<file path="config.mk">
export PLATFORM = sky130hd
export DESIGN_NAME = qk_tile_scheduler_flat
export DESIGN_NICKNAME = d
export VERILOG_FILES = /design/src/rtl/qk_tile_scheduler_if.sv /design/src/rtl/qk_tile_scheduler.sv /design/src/flat_wrapper.sv
export SDC_FILE = /design/constraint.sdc
export NUM_CORES = 1
export LEC_CHECK = 0
export BUFFER_PORTS_ARGS = -buffer_cell sky130_fd_sc_hd__buf_4
export CAP_MARGIN = 15
export CORE_MARGIN = 2
export CORE_UTILIZATION = 49
export DETAILED_ROUTE_END_ITERATION = 10
export GPL_ROUTABILITY_DRIVEN = 0
export PLACE_DENSITY = 0.8
export SLEW_MARGIN = 20
export SYNTH_ARGS = -nofsm -noshare
export SYNTH_HDL_FRONTEND = slang
export SYNTH_SLANG_ARGS = --single-unit
</file>
<file path="constraint.sdc">
create_clock -name clk -period 1.7 [get_ports clk]
set_input_delay 0.085 -clock clk [delete_from_list [all_inputs] [get_ports clk]]
set_output_delay 0.085 -clock clk [all_outputs]
set_load 0.005 [all_outputs]
</file>
<file path="src/rtl/qk_tile_scheduler_if.sv">
// Issue-beat bus from qk_tile_scheduler (master) to the matmul cores (slave).
// One beat carries a Q tile address, a K tile address, the head index and
// the accumulate-first/last flags, qualified by issue_valid/issue_ready.
interface qk_tile_scheduler_if #(
  parameter int ADDR_WIDTH = 8,
  parameter int HEAD_W     = 2
);
  logic                  issue_valid;
  logic                  issue_ready;
  logic [ADDR_WIDTH-1:0] q_addr;
  logic [ADDR_WIDTH-1:0] k_addr;
  logic [HEAD_W-1:0]     head_idx;
  logic                  acc_first;
  logic                  acc_last;

  modport master (
    output issue_valid, q_addr, k_addr, head_idx, acc_first, acc_last,
    input  issue_ready
  );

  modport slave (
    input  issue_valid, q_addr, k_addr, head_idx, acc_first, acc_last,
    output issue_ready
  );
endinterface

</file>
<file path="src/rtl/qk_tile_scheduler.sv">
// Issue engine for the Qn*KnT stage of a multi-head self-attention block.
// Walks head -> A tile -> B tile -> inner (k) tile as an odometer and emits
// one registered (q_addr, k_addr) beat per valid/ready handshake, then
// pulses done for one cycle.
// Optional feature macro: QK_CAUSAL_SKIP_EN -- skip (a,b) tile pairs lying
// wholly above the diagonal (causal mask); default build issues every pair.
module qk_tile_scheduler #(
  parameter int NUM_HEADS   = 2,
  parameter int A_OUTER_DIM = 16,
  parameter int INNER_DIM   = 8,
  parameter int BLOCK_SIZE  = 2,
  parameter int NUM_CORES_A = 2,
  parameter int NUM_CORES_B = 2,
  parameter int ADDR_WIDTH  = 8
) (
  input  logic                clk,
  input  logic                rst_n,
  input  logic                start,
  output logic                busy,
  output logic                done,
  qk_tile_scheduler_if.master issue
);

  localparam int A_TILES = A_OUTER_DIM / (BLOCK_SIZE * NUM_CORES_A);
  localparam int B_TILES = A_OUTER_DIM / (BLOCK_SIZE * NUM_CORES_B);
  localparam int K_TILES = INNER_DIM / BLOCK_SIZE;
  localparam int HEAD_W  = $clog2(NUM_HEADS) + 1;
  localparam int A_W     = (A_TILES > 1) ? $clog2(A_TILES) : 1;
  localparam int B_W     = (B_TILES > 1) ? $clog2(B_TILES) : 1;
  localparam int K_W     = (K_TILES > 1) ? $clog2(K_TILES) : 1;

  if ((A_OUTER_DIM % (BLOCK_SIZE * NUM_CORES_A)) != 0 ||
      (A_OUTER_DIM % (BLOCK_SIZE * NUM_CORES_B)) != 0 ||
      (INNER_DIM % BLOCK_SIZE) != 0) begin : g_inexact_div
    $error("qk_tile_scheduler: tile divisions must be exact");
  end

  if (longint'(NUM_HEADS) * A_TILES * K_TILES >= (longint'(1) << ADDR_WIDTH) ||
      longint'(NUM_HEADS) * B_TILES * K_TILES >= (longint'(1) << ADDR_WIDTH)) begin : g_addr_overflow
    $error("qk_tile_scheduler: ADDR_WIDTH too small for the tile address space");
  end

  typedef enum logic [1:0] {
    S_IDLE,
    S_RUN,
    S_DONE
  } state_e;

  typedef struct packed {
    logic [ADDR_WIDTH-1:0] q_addr;
    logic [ADDR_WIDTH-1:0] k_addr;
    logic [HEAD_W-1:0]     head_idx;
    logic                  acc_first;
    logic                  acc_last;
  } beat_t;

  state_e            state_q, state_d;
  logic [HEAD_W-1:0] head_q, head_d;
  logic [A_W-1:0]    a_q, a_d;
  logic [B_W-1:0]    b_q, b_d;
  logic [K_W-1:0]    k_q, k_d;
  beat_t             beat_q, beat_d;

  logic fire;
  logic k_last, b_last, a_last, head_last;

  assign fire      = (state_q == S_RUN) && issue.issue_ready;
  assign k_last    = (int'(k_q) == K_TILES - 1);
  assign a_last    = (int'(a_q) == A_TILES - 1);
  assign head_last = (int'(head_q) == NUM_HEADS - 1);

`ifdef QK_CAUSAL_SKIP_EN
  // The B row ends early once the next B tile starts past the last A row.
  assign b_last = (int'(b_q) + 1 >= B_TILES) ||
                  ((int'(b_q) + 1) * NUM_CORES_B * BLOCK_SIZE >
                   (int'(a_q) + 1) * NUM_CORES_A * BLOCK_SIZE - 1);
`else
  assign b_last = (int'(b_q) == B_TILES - 1);
`endif

  // Next-state and odometer advance; a counter only moves on a handshake.
  always_comb begin
    // NOTE: every variable gets a default first so no path leaves it unassigned (no latch).
    state_d = state_q;
    head_d  = head_q;
    a_d     = a_q;
    b_d     = b_q;
    k_d     = k_q;
    unique case (state_q)
      S_IDLE: if (start) state_d = S_RUN;
      S_RUN: begin
        if (fire) begin
          if (!k_last) begin
            k_d = k_q + K_W'(1);
          end else begin
            k_d = '0;
            if (!b_last) begin
              b_d = b_q + B_W'(1);
            end else begin
              b_d = '0;
              if (!a_last) begin
                a_d = a_q + A_W'(1);
              end else begin
                a_d = '0;
                if (!head_last) begin
                  head_d = head_q + HEAD_W'(1);
                end else begin
                  head_d  = '0;
                  state_d = S_DONE;
                end
              end
            end
          end
        end
      end
      S_DONE:  state_d = S_IDLE;
      default: state_d = S_IDLE;
    endcase
  end

  // Payload for the beat that will be on the bus next cycle (zero outside RUN).
  always_comb begin
    beat_d = '0;
    if (state_d == S_RUN) begin
      beat_d.q_addr    = ADDR_WIDTH'(int'(head_d) * A_TILES * K_TILES +
                                     int'(a_d) * K_TILES + int'(k_d));
      beat_d.k_addr    = ADDR_WIDTH'(int'(head_d) * B_TILES * K_TILES +
                                     int'(b_d) * K_TILES + int'(k_d));
      beat_d.head_idx  = head_d;
      beat_d.acc_first = (k_d == '0);
      beat_d.acc_last  = (int'(k_d) == K_TILES - 1);
    end
  end

  // FSM state register.
  always_ff @(posedge clk or negedge rst_n) begin
    if (!rst_n) begin
      // NOTE: sequential state uses non-blocking assignments so all registers update together.
      state_q <= S_IDLE;
    end else begin
      state_q <= state_d;
    end
  end

  // Tile counters and registered beat payload.
  always_ff @(posedge clk or negedge rst_n) begin
    if (!rst_n) begin
      head_q <= '0;
      a_q    <= '0;
      b_q    <= '0;
      k_q    <= '0;
      beat_q <= '0;
    end else begin
      head_q <= head_d;
      a_q    <= a_d;
      b_q    <= b_d;
      k_q    <= k_d;
      beat_q <= beat_d;
    end
  end

  assign busy              = (state_q == S_RUN);
  assign done              = (state_q == S_DONE);
  assign issue.issue_valid = busy;
  assign issue.q_addr      = beat_q.q_addr;
  assign issue.k_addr      = beat_q.k_addr;
  assign issue.head_idx    = beat_q.head_idx;
  assign issue.acc_first   = beat_q.acc_first;
  assign issue.acc_last    = beat_q.acc_last;

endmodule
</file>
<file path="src/flat_wrapper.sv">
// flat-port wrapper written by rule: the top's interface ports become plain ports
module qk_tile_scheduler_flat 
#(
  parameter int NUM_HEADS   = 2,
  parameter int A_OUTER_DIM = 16,
  parameter int INNER_DIM   = 8,
  parameter int BLOCK_SIZE  = 2,
  parameter int NUM_CORES_A = 2,
  parameter int NUM_CORES_B = 2,
  parameter int ADDR_WIDTH  = 8
)
  (clk, rst_n, start, busy, done, issue_issue_valid, issue_q_addr, issue_k_addr, issue_head_idx, issue_acc_first, issue_acc_last, issue_issue_ready);
  qk_tile_scheduler_if #(.ADDR_WIDTH(ADDR_WIDTH)) issue_i ();
  input  logic clk;
  input  logic rst_n;
  input  logic start;
  output logic busy;
  output logic done;
  output wire logic [$bits(issue_i.issue_valid)-1:0] issue_issue_valid;
  output wire logic [$bits(issue_i.q_addr)-1:0] issue_q_addr;
  output wire logic [$bits(issue_i.k_addr)-1:0] issue_k_addr;
  output wire logic [$bits(issue_i.head_idx)-1:0] issue_head_idx;
  output wire logic [$bits(issue_i.acc_first)-1:0] issue_acc_first;
  output wire logic [$bits(issue_i.acc_last)-1:0] issue_acc_last;
  input wire logic [$bits(issue_i.issue_ready)-1:0] issue_issue_ready;
  assign issue_issue_valid = issue_i.issue_valid;
  assign issue_q_addr = issue_i.q_addr;
  assign issue_k_addr = issue_i.k_addr;
  assign issue_head_idx = issue_i.head_idx;
  assign issue_acc_first = issue_i.acc_first;
  assign issue_acc_last = issue_i.acc_last;
  assign issue_i.issue_ready = issue_issue_ready;
  qk_tile_scheduler #(.NUM_HEADS(NUM_HEADS), .A_OUTER_DIM(A_OUTER_DIM), .INNER_DIM(INNER_DIM), .BLOCK_SIZE(BLOCK_SIZE), .NUM_CORES_A(NUM_CORES_A), .NUM_CORES_B(NUM_CORES_B), .ADDR_WIDTH(ADDR_WIDTH)) u_core (.clk(clk), .rst_n(rst_n), .start(start), .busy(busy), .done(done), .issue(issue_i));
endmodule
</file>
==> out/results.ini, run 1 <==
[clock_network]
clkSlewWorstSetupHoldPaths_ns = 0.11
cts_sinks = 20
tritoncts_clock_tree = done
cts-buffers-inserted = 3
cts_htree_levels = 1
clkLatencyLatePin_ns = 0.29
clock-root-buffer = clkbuf_4
cts_buffer_depth = 2
cts_repair_resize_count = 0

[detailed_routing]
detailroute.via_count = 623
drt-wirelength-per-cell_um = 12.33
detailedRoute.firstPassIterationCount = 4
drt_wl_total_um = 1541
detail_route.iter0.violations = 3
drc_errors = 0
detail_route.vias_per_cell = 4.984
drt.antenna.violating_nets = 0

[global_routing]
global_route_wire_length_before_repair_um = 2380
groute.usage.overall_pct = 15.51
grt_start_max_net_pins = 21
grt-ovfl-total = 0
antenna_found_initial = 0
grt_pass1_vias = 570

[sta]
setup_viol = 0
rsz0062_at_grt = no
period_minus_slack_ns = 1.559
timing.final.hold_violations = 0
fmax_mhz = 641.6
hold_ws_ns = 0.1941
max_slew_violation_count = 0
fin_worst_skew_ns = 0.002506
fin_crit_sh_pct = 91.68
setup-tns-final_ns = 0

[synthesis]
synthesized_cell_area_um2 = 927.1
synthDominantAreaCellType = dfrtp_1
ys_seq_area_share_pct = 53.98
synth_top_cell_area_share_pct = 53.98
mapped_cells = 81
netlist_top_cells_area = dfrtp_1, buf_4, ha_1, nor2_1, nor2b_1
synth.ff_latch_count = 20
synthesis.yosys.warnings = 0
synth.lib_cells_used.distinct = 28
synth.avg_cell_area_um2 = 11.45

[worst_setup_path]
crit_path_capture_type = flop
startpoint = u_core.k_q[0]
crit_buf_inv = 0
worst-endpoint-required_ns = 1.89
setup.worst_path.class = reg -> reg
path_max_fanout = 6
critical_path_cell_by_cell = ha_1, and4b_1, mux2_2, nor2b_1
critical-path-slowest-cell = dfrtp_1
critical_path_arrival_ns = 1.75
worstSetupStartpointType = flop
max_stage_delay_ns = 0.39
critical_path.top_delay_family = simple AND/OR/NAND/NOR gates
worst_r2r_startpoint = u_core.k_q[0]

[final_layout]
nNetsFinal = 108
fillcell_total = 140
area.growth.synth_to_final_pct = 18.08
postLayoutCellArea_um2 = 1095
final_cells = 125
antenna_cells = 0
layout-drive-gt1-share_pct = 34.00

[min_path]
worstHoldPathType = in -> async

[place]
post-dp-hpwl_um = 1159
dpl-instance-area_um2 = 1049
numPlacedInstances = 120
place.port_buffers = 22

[power_and_ir_drop]
power.density_nw_per_um2 = 1430
power.static_leakage_nw = 0.5647
total_power_consumption_mw = 1.566
peakVddDrop_v = 0.0007513

[die]
area_of_the_core_um2 = 1745
top_level_ports = 27
chipHeight_um = 47.50
initial_utilization_pct = 53.12
floorplan_die_area_um2 = 2256
num_rows = 15
die_w_um = 47.50

[status]
result_of_the_run = complete, no violations

[flow_run]
maxCapViolCount = 0

## layout by cell type, fill, tap and decap left out, types with 2 or more instances in the layout
cell type | netlist | final
o21ai_0 | 2 | 2
inv_1 | 6 | 6
conb_1 | 1 | 4
nor3_1 | 3 | 3
mux2_2 | 2 | 2
nand2_1 | 4 | 4
ha_1 | 3 | 3
clkbuf_4 | 0 | 3
nor2b_1 | 4 | 4
nor2_1 | 7 | 7
mux2i_1 | 2 | 2
dfrtp_1 | 20 | 20
buf_4 | 11 | 23
## metal layers
layer	up-vias	GRT usage, %	wire, um
li1	294	-	-
met1	311	16.14	616
met2	16	28.65	848
met3	2	2.642	56
met4	0	9.444	20
met5	-	0	0
## power by group
group          switching [mW]  leakage, nW  internal (mW)
clock                   0.139       0.0210          0.130
combinational           0.272        0.292          0.305
sequential             0.0802        0.251          0.639
## metrics by stage
step | setup WS [ns] | utilization (%)
floorplan | 0.2565 | -
global placement | 0.1953 | 60.07
detailed placement | 0.1574 | 60.07
CTS | 0.1398 | 62.72
global route | 0.1008 | 62.72
finish | 0.1415 | 62.72
## synth_stat cells (all sizes together)
cell type  count
inv            7
dfrtp         20
a21oi          1
mux2i          2
o21ai          2
nand3b         1
o31ai          1
o21bai         1
nand2          4
nand4b         1
and4b          1
mux2           3
nor2           7
nor3           3
nand3          2
nor2b          4
or4            1
and3b          1
buf           12
o2bb2ai        1
conb           1
xnor2          1
ha             3
a31o           1
## state kept, by name, summed over array words and instances (netlist names)
signal,cells
u_core.issue.acc_last,1
u_core.head_q,2
u_core.issue.k_addr,4
u_core.b_q,2
u_core.a_q,2
u_core.k_q,2
u_core.state_q,2
u_core.issue.head_idx,1
u_core.issue.acc_first,1
u_core.issue.q_addr,3
## path summary, 6_finish.rpt
check / cells after the start / slack [ns] / to
min reg2reg: 1 / 0.50 / u_core.state_q[1]
min in group clk: 4 / 0.20 / u_core.issue.q_addr[5]
min: 2 / 0.19 / u_core.issue.head_idx[0]
max in group asynchronous: 2 / 1.30 / u_core.issue.k_addr[3]
max reg2reg: 4 / 0.14 / u_core.issue.k_addr[3]
max: 4 / 0.14 / u_core.issue.k_addr[3]
## kinds of logic (layout without fill, tap and decap cells)
family	Yosys count	count (layout)	share of synthesized area, %
DFF	20	20	53.98
and+or+nand+nor	25	25	15.38
muxes	5	5	6.207
xor gates and xnor gates	1	1	0.9448
AOI/OAI and AO/OA	7	7	6.074
adders and majority gates	3	3	4.049
other	1	4	0.4045
buffers and inverters	19	35	12.95
## layout make-up
type / instances / area (um2) / area share (%)
clock buffers: 4 / 36.28 / 3.314
well taps: 25 / 31.28 / 2.857
inverters: 7 / 26.28 / 2.400
flip-flops and latches: 20 / 500.5 / 45.71
multi-input cells: 45 / 317.8 / 29.03
repair buffers: 24 / 182.7 / 16.69
## repair_timing
action,4_1_cts,5_1_grt
setup buffers,0,0
hold buffers,1,0
hold endpoints to repair,20,0
Note: power is estimated with default switching activity, not from simulation.
==> run 2, diff against run 1 <==
- clock period: 1.7 -> 1.6 ns (I/O delays scaled with it)
==> run 2 against run 1 <==
Net effect: global-route usage fell by 1.8 points; critical path depth did not move; setup slack got worse by 0.035 ns; hold slack improved by 0.0048 ns; via count fell by 3.0%; clock power fell by 17%; core utilization fell by 0.29 points; non-clock buffer count rose by 1; critical endpoint unchanged; highest routed layer unchanged.
==> out/results.ini, run 2 (synthesis results as in run 1) <==
[sta]
max_slew_violation_count = 0
fin_crit_sh_pct = 93.32
rsz0062_at_grt = no
fmax_mhz = 669.7
period_minus_slack_ns = 1.493
timing.final.hold_violations = 0
fin_worst_skew_ns = 0.005448
setup-tns-final_ns = 0
setup_viol = 0
layout_setup_ws_ns = 0.1069

[clock_network]
cts_htree_levels = 1
cts_sinks = 20
cts_buffer_depth = 2
clock-root-buffer = clkbuf_4
clkLatencyLatePin_ns = 0.29
cts-buffers-inserted = 3
clkSlewWorstSetupHoldPaths_ns = 0.10
total_setup_buffers_inserted_after_cts = 0
tritoncts_clock_tree = done

[worst_setup_path]
max_stage_delay_ns = 0.38
worstSetupStartpointType = flop
critical-path-slowest-cell = dfrtp_1
reg2reg_slack_ns = 0.11
worst_r2r_startpoint = u_core.k_q[0]
critical_path_arrival_ns = 1.68
rr_endpoint = u_core.issue.k_addr[3]
worst-endpoint-required_ns = 1.79
critical_path.top_delay_family = simple AND/OR/NAND/NOR gates
critical_path_cell_by_cell = ha_1, and4b_2, mux2_2, nor2b_1
reg2regPathDepth = 4
setup.worst_path.class = reg -> reg
crit_buf_inv = 0
crit_path_capture_type = flop
path_max_fanout = 6

[final_layout]
area.growth.synth_to_final_pct = 17.54
most-common-layout-cells = buf_4, dfrtp_1, nor2_1
antenna_cells = 0
postLayoutCellArea_um2 = 1090
mostFrequentLayoutCell = buf_4
nNetsFinal = 109
fillcell_total = 145
layout-drive-gt1-share_pct = 35.00
largest_reg_flops = 4

[power_and_ir_drop]
power.density_nw_per_um2 = 1470
total_power_consumption_mw = 1.602
peakVddDrop_v = 0.0005983
power.static_leakage_nw = 0.5621

[global_routing]
antenna_found_initial = 0
grt-ovfl-total = 0
groute.usage.overall_pct = 13.72
grt_start_max_net_pins = 21
grt_pass1_vias = 506
global_route_wire_length_before_repair_um = 2070

[place]
post-dp-hpwl_um = 1063
dpl-instance-area_um2 = 1056
place_worst_setup_slack_ns = 0.04848
place.port_buffers = 22

[detailed_routing]
drt_wl_total_um = 1390
detailroute.via_count = 604
wl_met3_um = 38
drc_errors = 0
highest_layer = met4
drt-wirelength-per-cell_um = 11.12
detailedRoute.firstPassIterationCount = 2
detail_route.vias_per_cell = 4.832
drt-met1-wl_um = 634
detail_route.iter0.violations = 3
drt.antenna.violating_nets = 0
dr_wl_met2_um = 688

[die]
die_w_um = 47.50
area_of_the_core_um2 = 1745
initial_utilization_pct = 53.12
top_level_ports = 27
num_rows = 15
floorplan_die_area_um2 = 2256
chipHeight_um = 47.50

[min_path]
worstHoldPathType = in -> async

[flow_run]
maxCapViolCount = 0

[status]
result_of_the_run = complete, no violations

## run 2: changes by cell type in the layout (fill, tap and decap cells not counted), sizes merged
cell,delta
buf,+1
clkbuf,-1
## run 2: worst max path at each step
stage / start / to / slack (ns) / cells past startpoint
6_report: u_core.k_q[0] / u_core.issue.k_addr[3] / 0.11 / 4
5_1_grt: u_core.k_q[0] / u_core.issue.k_addr[3] / 0.06 / 4
4_1_cts: u_core.k_q[0] / u_core.issue.k_addr[3] / 0.03 / 4
3_5_place_dp: u_core.k_q[0] / u_core.issue.k_addr[3] / 0.05 / 4
3_3_place_gp: u_core.k_q[0] / u_core.issue.k_addr[3] / 0.09 / 4
2_1_floorplan: u_core.k_q[0] / u_core.issue.k_addr[2] / 0.16 / 5
## run 2: final cells by class
| cell class | instances | area [um2] | area share [%] |
|---|---|---|---|
| Tap cell | 25 | 31.28 | 2.870 |
| Multi-Input combinational cell | 45 | 319.1 | 29.28 |
| Clock buffer | 3 | 22.52 | 2.067 |
| Inverter | 7 | 26.28 | 2.411 |
| Sequential cell | 20 | 500.5 | 45.92 |
| Timing Repair Buffer | 25 | 190.2 | 17.45 |
## run 2: routing by layer
metal / vias to the layer above / GRT usage [%]
li1: 292 / -
met1: 290 / 15.74
met2: 18 / 22.97
met3: 4 / 2.264
met4: 0 / 10.00
met5: - / 0
## run 2: where the power goes
part           internal (mW)  switching [mW]
Sequential             0.679          0.0842
Clock                 0.0874           0.136
Combinational          0.334           0.281
## run 2: worst register-to-register path, delay by kind of cell, from the launching register on
kind / cells / cell delay [ns]
simple gates: 2 / 0.46
flops: 1 / 0.38
mux: 1 / 0.36
fa+ha+maj: 1 / 0.19
## run 2: metrics by stage
stage	hold slack, ns	cells	util (%)
4_1_cts	0.1923	125	62.37
3_3_place_gp	-0.03763	121	60.50
5_1_grt	0.2096	125	62.44
3_5_place_dp	-0.03468	121	60.50
6_report	0.1989	125	62.44
2_1_floorplan	-0.2156	84	-
## run 2: what timing repair did
item | in CTS | in global routing
setup endpoints to repair | 0 | 1
resized for setup | 0 | 1
endpoints found under the hold margin | 20 | 0
hold buffers | 1 | 0
